### config.mk
export PLATFORM = sky130hd
export DESIGN_NAME = dmem_access_unit
export DESIGN_NICKNAME = d
export VERILOG_FILES = /design/src/rtl/dmem_access_unit_pkg.sv /design/src/rtl/dmem_lane_align.sv /design/src/rtl/dmem_access_unit.sv
export SDC_FILE = /design/constraint.sdc
export NUM_CORES = 1
export LEC_CHECK = 0
export ABC_AREA = 1
export CAP_MARGIN = 10
export CELL_PAD_IN_SITES_DETAIL_PLACEMENT = 0
export CELL_PAD_IN_SITES_GLOBAL_PLACEMENT = 1
export CORE_UTILIZATION = 33
export CTS_BUF_LIST = sky130_fd_sc_hd__clkbuf_8
export DETAILED_ROUTE_END_ITERATION = 7
export GPL_TIMING_DRIVEN = 0
export PLACE_DENSITY = 0.93
export SYNTH_ARGS = -nofsm -noshare
export SYNTH_HDL_FRONTEND = slang
export SYNTH_SLANG_ARGS = --single-unit
### constraint.sdc
create_clock -name clock -period 4.06 [get_ports clock]
set_clock_uncertainty 0.05 [all_clocks]
set_input_delay 0.406 -clock clock [delete_from_list [all_inputs] [get_ports clock]]
set_output_delay 0.406 -clock clock [all_outputs]
set_load 0.05 [all_outputs]
### src/rtl/dmem_access_unit_pkg.sv
// Shared memory-access definitions: MemSize encodings used by decode and the data-memory unit.
package dmem_access_unit_pkg;

    localparam logic [1:0] SIZE_BYTE    = 2'b00;
    localparam logic [1:0] SIZE_HWORD   = 2'b01;
    localparam logic [1:0] SIZE_WORD    = 2'b10;
    localparam logic [1:0] SIZE_ILLEGAL = 2'b11;

    // Byte-lane mask of an access that starts at lane 0.
    function automatic logic [3:0] size_mask(input logic [1:0] size);
        case (size)
            SIZE_BYTE:  return 4'b0001;
            SIZE_HWORD: return 4'b0011;
            SIZE_WORD:  return 4'b1111;
            default:    return 4'b0000;
        endcase
    endfunction

    function automatic logic [2:0] size_bytes(input logic [1:0] size);
        case (size)
            SIZE_BYTE:  return 3'd1;
            SIZE_HWORD: return 3'd2;
            SIZE_WORD:  return 3'd4;
            default:    return 3'd0;
        endcase
    endfunction

endpackage

### src/rtl/dmem_lane_align.sv
// Lane steering for the data-memory unit: store byte enables/data per access word,
// and load extraction plus sign/zero extension from the (up to) two read words.
module dmem_lane_align
    import dmem_access_unit_pkg::*;
(
    input  logic [1:0]  offset,
    input  logic [1:0]  size,
    input  logic        sign,
    input  logic [31:0] wdata,
    input  logic [31:0] word0,
    input  logic [31:0] word1,
    output logic        split,
    output logic [3:0]  be0,
    output logic [3:0]  be1,
    output logic [31:0] wdata0,
    output logic [31:0] wdata1,
    output logic [31:0] rdata
);

    logic [7:0]  be_all;
    logic [63:0] wd_all;
    logic [31:0] raw;

    // Treat the two words as one 64-bit little-endian window starting at the first word.
    always_comb begin
        be_all = {4'b0000, size_mask(size)} << offset;
        wd_all = {32'h0000_0000, wdata} << {offset, 3'b000};
        raw    = 32'({word1, word0} >> {offset, 3'b000});
        case (size)
            SIZE_BYTE:  rdata = {{24{sign & raw[7]}}, raw[7:0]};
            SIZE_HWORD: rdata = {{16{sign & raw[15]}}, raw[15:0]};
            default:    rdata = raw;
        endcase
    end

    assign split  = ({1'b0, offset} + size_bytes(size)) > 3'd4;
    assign be0    = be_all[3:0];
    assign be1    = be_all[7:4];
    assign wdata0 = wd_all[31:0];
    assign wdata1 = wd_all[63:32];

endmodule

### src/rtl/dmem_access_unit.sv
// Data-memory access unit: one byte/half/word load or store per request over a
// 32-bit word SRAM, splitting unaligned accesses that cross a word into two strobes.
module dmem_access_unit
    import dmem_access_unit_pkg::*;
#(
    parameter int ADDR_W = 16
) (
    input  logic              clock,
    input  logic              reset,
    input  logic              req_valid,
    output logic              req_ready,
    input  logic [31:0]       req_addr,
    input  logic              req_wEn,
    input  logic [1:0]        req_size,
    input  logic              req_sign,
    input  logic [31:0]       req_wdata,
    output logic              rsp_valid,
    output logic [31:0]       rsp_rdata,
    output logic              rsp_err,
    output logic              sram_en,
    output logic [3:0]        sram_we,
    output logic [ADDR_W-3:0] sram_addr,
    output logic [31:0]       sram_wdata,
    input  logic [31:0]       sram_rdata
);

    // Handshake: a request transfers on a rising edge where req_valid && req_ready;
    // rsp_valid is a one-cycle pulse with no back-pressure.
    typedef enum logic [1:0] {IDLE, ACC0, ACC1, RESP} state_t;

    state_t state, state_next;

    logic [ADDR_W-1:0] addr_q;
    logic              wen_q;
    logic [1:0]        size_q;
    logic              sign_q;
    logic [31:0]       wdata_q;
    logic [31:0]       lo_q;

    logic              split;
    logic [3:0]        be0, be1;
    logic [31:0]       wdata0, wdata1, load_data, word0_sel;
    logic [ADDR_W-3:0] word_addr;
    logic              unused_addr_hi;

    assign unused_addr_hi = ^(req_addr >> ADDR_W);
    assign word_addr      = addr_q[ADDR_W-1:2];
    // After a split load the first word was parked in lo_q; otherwise it is on sram_rdata.
    assign word0_sel      = (state == RESP && split) ? lo_q : sram_rdata;

    dmem_lane_align u_align (
        .offset (addr_q[1:0]),
        .size   (size_q),
        .sign   (sign_q),
        .wdata  (wdata_q),
        .word0  (word0_sel),
        .word1  (sram_rdata),
        .split  (split),
        .be0    (be0),
        .be1    (be1),
        .wdata0 (wdata0),
        .wdata1 (wdata1),
        .rdata  (load_data)
    );

    always_ff @(posedge clock) begin
        if (reset) begin
            state   <= IDLE;
            addr_q  <= '0;
            wen_q   <= 1'b0;
            size_q  <= SIZE_BYTE;
            sign_q  <= 1'b0;
            wdata_q <= '0;
            lo_q    <= '0;
        end else begin
            state <= state_next;
            if (state == IDLE && req_valid) begin
                addr_q  <= req_addr[ADDR_W-1:0];
                wen_q   <= req_wEn;
                size_q  <= req_size;
                sign_q  <= req_sign;
                wdata_q <= req_wdata;
            end
            if (state == ACC1) lo_q <= sram_rdata;
        end
    end

    always_comb begin
        state_next = state;
        req_ready  = 1'b0;
        rsp_valid  = 1'b0;
        rsp_rdata  = '0;
        rsp_err    = 1'b0;
        sram_en    = 1'b0;
        sram_we    = 4'b0000;
        sram_addr  = '0;
        sram_wdata = '0;
        case (state)
            IDLE: begin
                req_ready = 1'b1;
                if (req_valid) state_next = (req_size == SIZE_ILLEGAL) ? RESP : ACC0;
            end
            ACC0: begin
                sram_en    = 1'b1;
                sram_addr  = word_addr;
                sram_we    = wen_q ? be0 : 4'b0000;
                sram_wdata = wen_q ? wdata0 : 32'h0;
                state_next = split ? ACC1 : RESP;
            end
            ACC1: begin
                sram_en    = 1'b1;
                sram_addr  = word_addr + 1'b1;
                sram_we    = wen_q ? be1 : 4'b0000;
                sram_wdata = wen_q ? wdata1 : 32'h0;
                state_next = RESP;
            end
            RESP: begin
                rsp_valid  = 1'b1;
                rsp_err    = (size_q == SIZE_ILLEGAL);
                rsp_rdata  = (wen_q || size_q == SIZE_ILLEGAL) ? 32'h0 : load_data;
                state_next = IDLE;
            end
            default: state_next = IDLE;
        endcase
    end

endmodule

# == Yosys cells after proc, flatten, opt, wreduce, memory -nomap -nowiden ==
# Cells that the tools add are included.
# op_classes
mul,0
mux,21
div_mod_pow,0
n_reduce_logical,6
n_eq_ne,8
addsub,2
order_cmp,1
bitwise_logic,2
shift,3
# op_table
op,n
$mux 32,5
$pmux 32 s2,2
$shl 32x5->64,1
$shr 64x5->32,1
$pmux 14 s2,1
$add 14x1->14 const B,1
$pmux 4 s3,1
$eq 2x2->1 const B,5
$pmux 3 s3,1
$mux 4,2
$pmux 2 s4,1
$pmux 4 s2,1
$shl 4x2->8,1
$mux 1,5
$eq 2x1->1 const B,2
$logic_not 2->1,2
$mux 2,2
$add 2x3->3,1
$gt 3x3->1 const B,1
$and 1x1->1,2
$logic_and 1x1->1,2
$ne 2x2->1 const B,1
$reduce_or 2->1,1
$logic_or 1x1->1,1
# word_totals
register_bits,86
ram_bits,0
output_inout_bits,86
mem_count,0
latchBits,0
inputBits,103
wordCells,50
romBits,0

# == Longest topological paths before layout ==
# logic_depth
depth_word,11
mapped_depth,18
depth_no_buf,17

# == Hierarchy ==
# Synthesis repeated with hierarchy kept, for this count alone.
# hier_totals
hier_cells,1157
hier_area_um2,6920.4
# by_module_without_submodules
mod,cells_each,seq_area_each_um2,area_each_um2,instances
dmem_access_unit,715,1721.7,4744.6,1
dmem_lane_align,442,0.0,2175.8,1

# == Worst setup path after synthesis ==
# Ideal clock, no wire load.
# synth_timing
path_type,register -> output
startpoint,register addr_q[1]
endpoint,output port rsp_rdata[0]
required_time_ns,3.604
setup_slack_ns,0.114
path_stages_with_launch,14
arrival_ns,3.490
n_path_buf,4
path_cell_list,dfxtp_1 -> clkbuf_1 -> buf_2 -> inv_1 -> clkbuf_1 -> fa_1 -> nand2_1 -> nand3_2 -> nor2_4 -> buf_2 -> nand2_1 -> o21ai_0 -> o21ai_0 -> a211oi_1
# synth_between
elab_chain_cells,8
# synth_lines
item,line,source
start: declaration,dmem_access_unit.sv:33,logic [ADDR_W-1:0] addr_q;
start signal: assignment,dmem_access_unit.sv:78,addr_q <= req_addr[ADDR_W-1:0];
$add 2x3->3,dmem_lane_align.sv:36,"assign split = ({1'b0, offset} + size_bytes(size)) > 3'd4;"
$gt 3x3->1,dmem_lane_align.sv:36,
$logic_and 1x1->1,dmem_access_unit.sv:49,assign word0_sel = (state == RESP && split) ? lo_q : sram_rdata;
$mux 32,dmem_access_unit.sv:49,
$shr 64x5->32 (*),dmem_lane_align.sv:28,"raw = 32'({word1, word0} >> {offset, 3'b000});"
$pmux 32 s2 (*),dmem_lane_align.sv:29,case (size)
$mux 32 (*),dmem_access_unit.sv:120,rsp_rdata = (wen_q || size_q == SIZE_ILLEGAL) ? 32'h0 : load_data;
$mux 32 (*),dmem_access_unit.sv:98,case (state)
end: declaration,dmem_access_unit.sv:18,"output logic [31:0] rsp_rdata,"
# Every way passes the cells marked *; elsewhere a longest branch is shown, timed or not.

# == Final worst setup path ==
# layout_timing
startpoint,register size_q[0]
endpoint,output port rsp_rdata[6]
# layout_between
elab_chain_cells,10
word_cells_on_any_way,14
classes_between,add/sub: 1; order compare: 1; eq/ne: 3; shift: 1; mux: 5; reduce/logical: 3
# layout_lines
item,line,source
start: declaration,dmem_access_unit.sv:35,logic [1:0] size_q;
start signal: assignment,dmem_access_unit.sv:80,size_q <= req_size;
"$eq 2x2->1, or another cell as far along",dmem_access_unit_pkg.sv:20,case (size)
$pmux 3 s3,dmem_access_unit_pkg.sv:20,
$add 2x3->3,dmem_lane_align.sv:36,
$gt 3x3->1,dmem_lane_align.sv:36,
$logic_and 1x1->1,dmem_access_unit.sv:49,
$mux 32,dmem_access_unit.sv:49,
$shr 64x5->32,dmem_lane_align.sv:28,
$pmux 32 s2,dmem_lane_align.sv:29,
$mux 32 (*),dmem_access_unit.sv:120,
$mux 32 (*),dmem_access_unit.sv:98,
# Marks and branches as above.

==> results.cfg <==
[route]
via_per_inst = 5.276
ant_nets = 0
drc = 0
wl_per_cell_um = 17.85
vias = 7492
drt_iter0_drc = 647
drt_first_pass_iters = 7
wl_um = 25350

[yosys]
synth_mux_area_frac = 0
synthAdderAreaFrac = 0.02605
synth_area_mm2 = 0.006051
synth_area_leaders = dfxtp_1, nand2_1, o21ai_0
synth_cell_type_count = 38
synth_top_area_cell = dfxtp_1
syn-instance-count = 1005
avgSynthCellArea_um2 = 6.021
ys_warn_count = 0
synth_top_area_frac = 0.2845
seq_area_frac_synth = 0.2845
synthSimpleGateAreaFrac = 0.3149
synth_top_family_by_area = simple AND/OR/NAND/NOR gates
synth-xor-area-share = 0
synth_nets = 1120
synth_seq_cells = 86
synth_compound_area_frac = 0.2769

[final_layout]
utilization = 0.4540
fin_area_mm2 = 0.008155
drive_gt1_frac = 0.06969
regArea_mm2 = 0.001725
fillers = 1938
antenna_cells = 0
fin_nets = 1301
most-common-layout-cells = nand2_1, clkdlybuf4s50_1, nor2_1, o21ai_0, dfxtp_1
layout_commonest_cell = nand2_1
finalNonFillerCells = 1420
multi_input_area_mm2 = 0.003747
area_growth_pct = 34.78

[floorplan]
dieArea_mm2 = 0.01888
die_y_um = 137.4
rows = 49
start_util = 0.3368
die_w_um = 137.4
core_region_area_mm2 = 0.01796
ios = 189

[sta]
tightest_slew_ns = 0.6812
hold_viol_final = 0
fmax_ghz = 0.2541
rsz0062_at_grt = true
fin_crit_sh = 0.9692
setup_viol = 0
setup_ws_ns = 0.1252
timing.slew.headroom = 0.5459
drv_slew = 0
fin_crit_ns = 3.935

[grt]
grt_first_pass_wirelength_um = 37630
grtUsageTotal = 0.2680
grt_overflow = 0
grt_max_degree = 15
grt_pass1_vias = 6916
grt_antenna_before_repair = 0

[setup_path]
crit_buf_inv = 4
slowest_stage = fa_1
critPathMaxStageDelay_ns = 0.42
start_kind = flip-flop
critPathKind = flip-flop to output port
cp_top_family = adder cells
crit_fanout = 10
endpoint_kind = output port
arrival_ns = 3.48
crit_required_ns = 3.60
cp_cell_sequence = inv_1 -> ha_1 -> ha_1 -> inv_1 -> fa_1 -> nand2_2 -> nand3_2 -> nor2_4 -> buf_6 -> nand2_1 -> o21ai_1 -> o21ai_1 -> a211oi_1 -> buf_2

[clock_network]
clkTransAtPathRegs_ns = 0.10
insertion_delay_ns = 0.39
cts_sinks = 86
htree_levels = 3
cts_tree = yes
cts-hold-fix-buffers = 0
cts_buffers = 9
cts-root-buf = clkbuf_8
cts_buffer_depth = 2

[status]
status = complete, no violations

[pwr]
p_leak_nw = 3.118
power_density_mw_per_mm2 = 426.5
irDropWorstVdd_mv = 0.2043

[placement]
dp_hpwl_um = 19650
place_ws_ns = -0.5562
port_buffers = 171
placed_cells = 1405
gp_congestion = 0.9775
postPlaceCellArea_mm2 = 0.008049

[min_path]
holdCritPathClass = flip-flop to flip-flop

[run]
drv_cap = 0
==> area by class of cell <==
cell class / instances / area share
Buffer: 68 / 0.03621
Clock buffer: 9 / 0.01519
Clock inverter: 7 / 0.005216
Inverter: 81 / 0.03774
Multi-Input combinational cell: 768 / 0.4595
Sequential cell: 86 / 0.2116
Tap cell: 229 / 0.03513
Timing Repair Buffer: 172 / 0.1994
==> registers in the layout, summed over array words and instances (netlist names) <==
name	cells
addr_q	16
lo_q	32
state	2
sign_q	1
wen_q	1
size_q	2
wdata_q	32
==> stage by stage <==
stage	power [W]	hold WS (ns)	setup TNS [ns]
after detailed placement	0.002894	0.4052	-13.43
after floorplan	0.002284	0.3910	0
after global placement	0.002879	0.3979	-13.52
after global routing	0.003697	0.4303	-0.1398
after CTS	0.003454	0.4189	0
final	0.003478	0.4172	0
==> path summary, 6_finish.rpt <==
path | startpoint | endpoint | slack, ns | cells past startpoint
worst max-delay path | size_q[0]$_SDFFE_PP0P_ | rsp_rdata[6] | 0.13 | 14
worst min-delay path | lo_q[2]$_SDFFE_PP0P_ | lo_q[2]$_SDFFE_PP0P_ | 0.42 | 2
worst max register to register | state[0]$_SDFFE_PP0P_ | lo_q[30]$_SDFFE_PP0P_ | 1.91 | 6
worst min register to register | lo_q[2]$_SDFFE_PP0P_ | lo_q[2]$_SDFFE_PP0P_ | 0.42 | 2
==> what timing repair did <==
item	CTS	global route
pin swaps	0	3
resized for setup	120	72
setup endpoints to repair	42	42
cloned	0	0
setup buffers	1	0
==> Yosys cell counts <==
| master | number |
|---|---|
| nand2_1 | 280 |
| nor2_1 | 133 |
| o21ai_0 | 115 |
| dfxtp_1 | 86 |
| a21oi_1 | 77 |
| inv_1 | 77 |
| a211oi_1 | 60 |
| clkbuf_1 | 52 |
| nand3_1 | 27 |
| o21bai_1 | 15 |
| ha_1 | 11 |
| buf_2 | 10 |
| o22ai_1 | 9 |
| buf_1 | 6 |
| o21ai_1 | 6 |
| nand3_2 | 4 |
| nand4_1 | 4 |
| nor3_1 | 4 |
| inv_2 | 3 |
| nand2_2 | 3 |
| nor2_4 | 3 |
| a221oi_1 | 2 |
| and3_1 | 2 |
| nor2_2 | 2 |
| a21o_1 | 1 |
| a311oi_1 | 1 |
| a31oi_1 | 1 |
| buf_4 | 1 |
| buf_6 | 1 |
| clkinv_1 | 1 |
| fa_1 | 1 |
| nand2_4 | 1 |
| nand3_4 | 1 |
| nand4_4 | 1 |
| nor3b_1 | 1 |
| o211ai_1 | 1 |
| o221ai_1 | 1 |
| o32ai_1 | 1 |
==> cell families after synthesis <==
family / count (synthesis)
and+or+nand+nor: 466
adders and majority gates: 12
buffers and inverters: 151
DFF: 86
AOI/OAI and AO/OA: 290
==> worst reg2reg max path, stage by stage, from the launching register on <==
cell      delay, ns
dfxtp_1        0.37
inv_1          0.11
ha_1           0.27
clkbuf_1       0.44
clkbuf_1       0.51
nor2_1         0.11
a211oi_1       0.20
==> layer usage <==
layer	global-route usage	up-vias	wire length (um)
met3	0.04268	46	2233
met1	0.3508	3377	10970
met2	0.4338	390	11270
met5	0	-	0
li1	-	3679	-
met4	0.1136	0	877
==> power by group <==
group          switching, W  total [W]  internal [W]
logic               0.00125    0.00180      0.000543
registers          0.000112    0.00112       0.00101
clock network      0.000343   0.000562      0.000219
(Power assumes the default switching activity.)
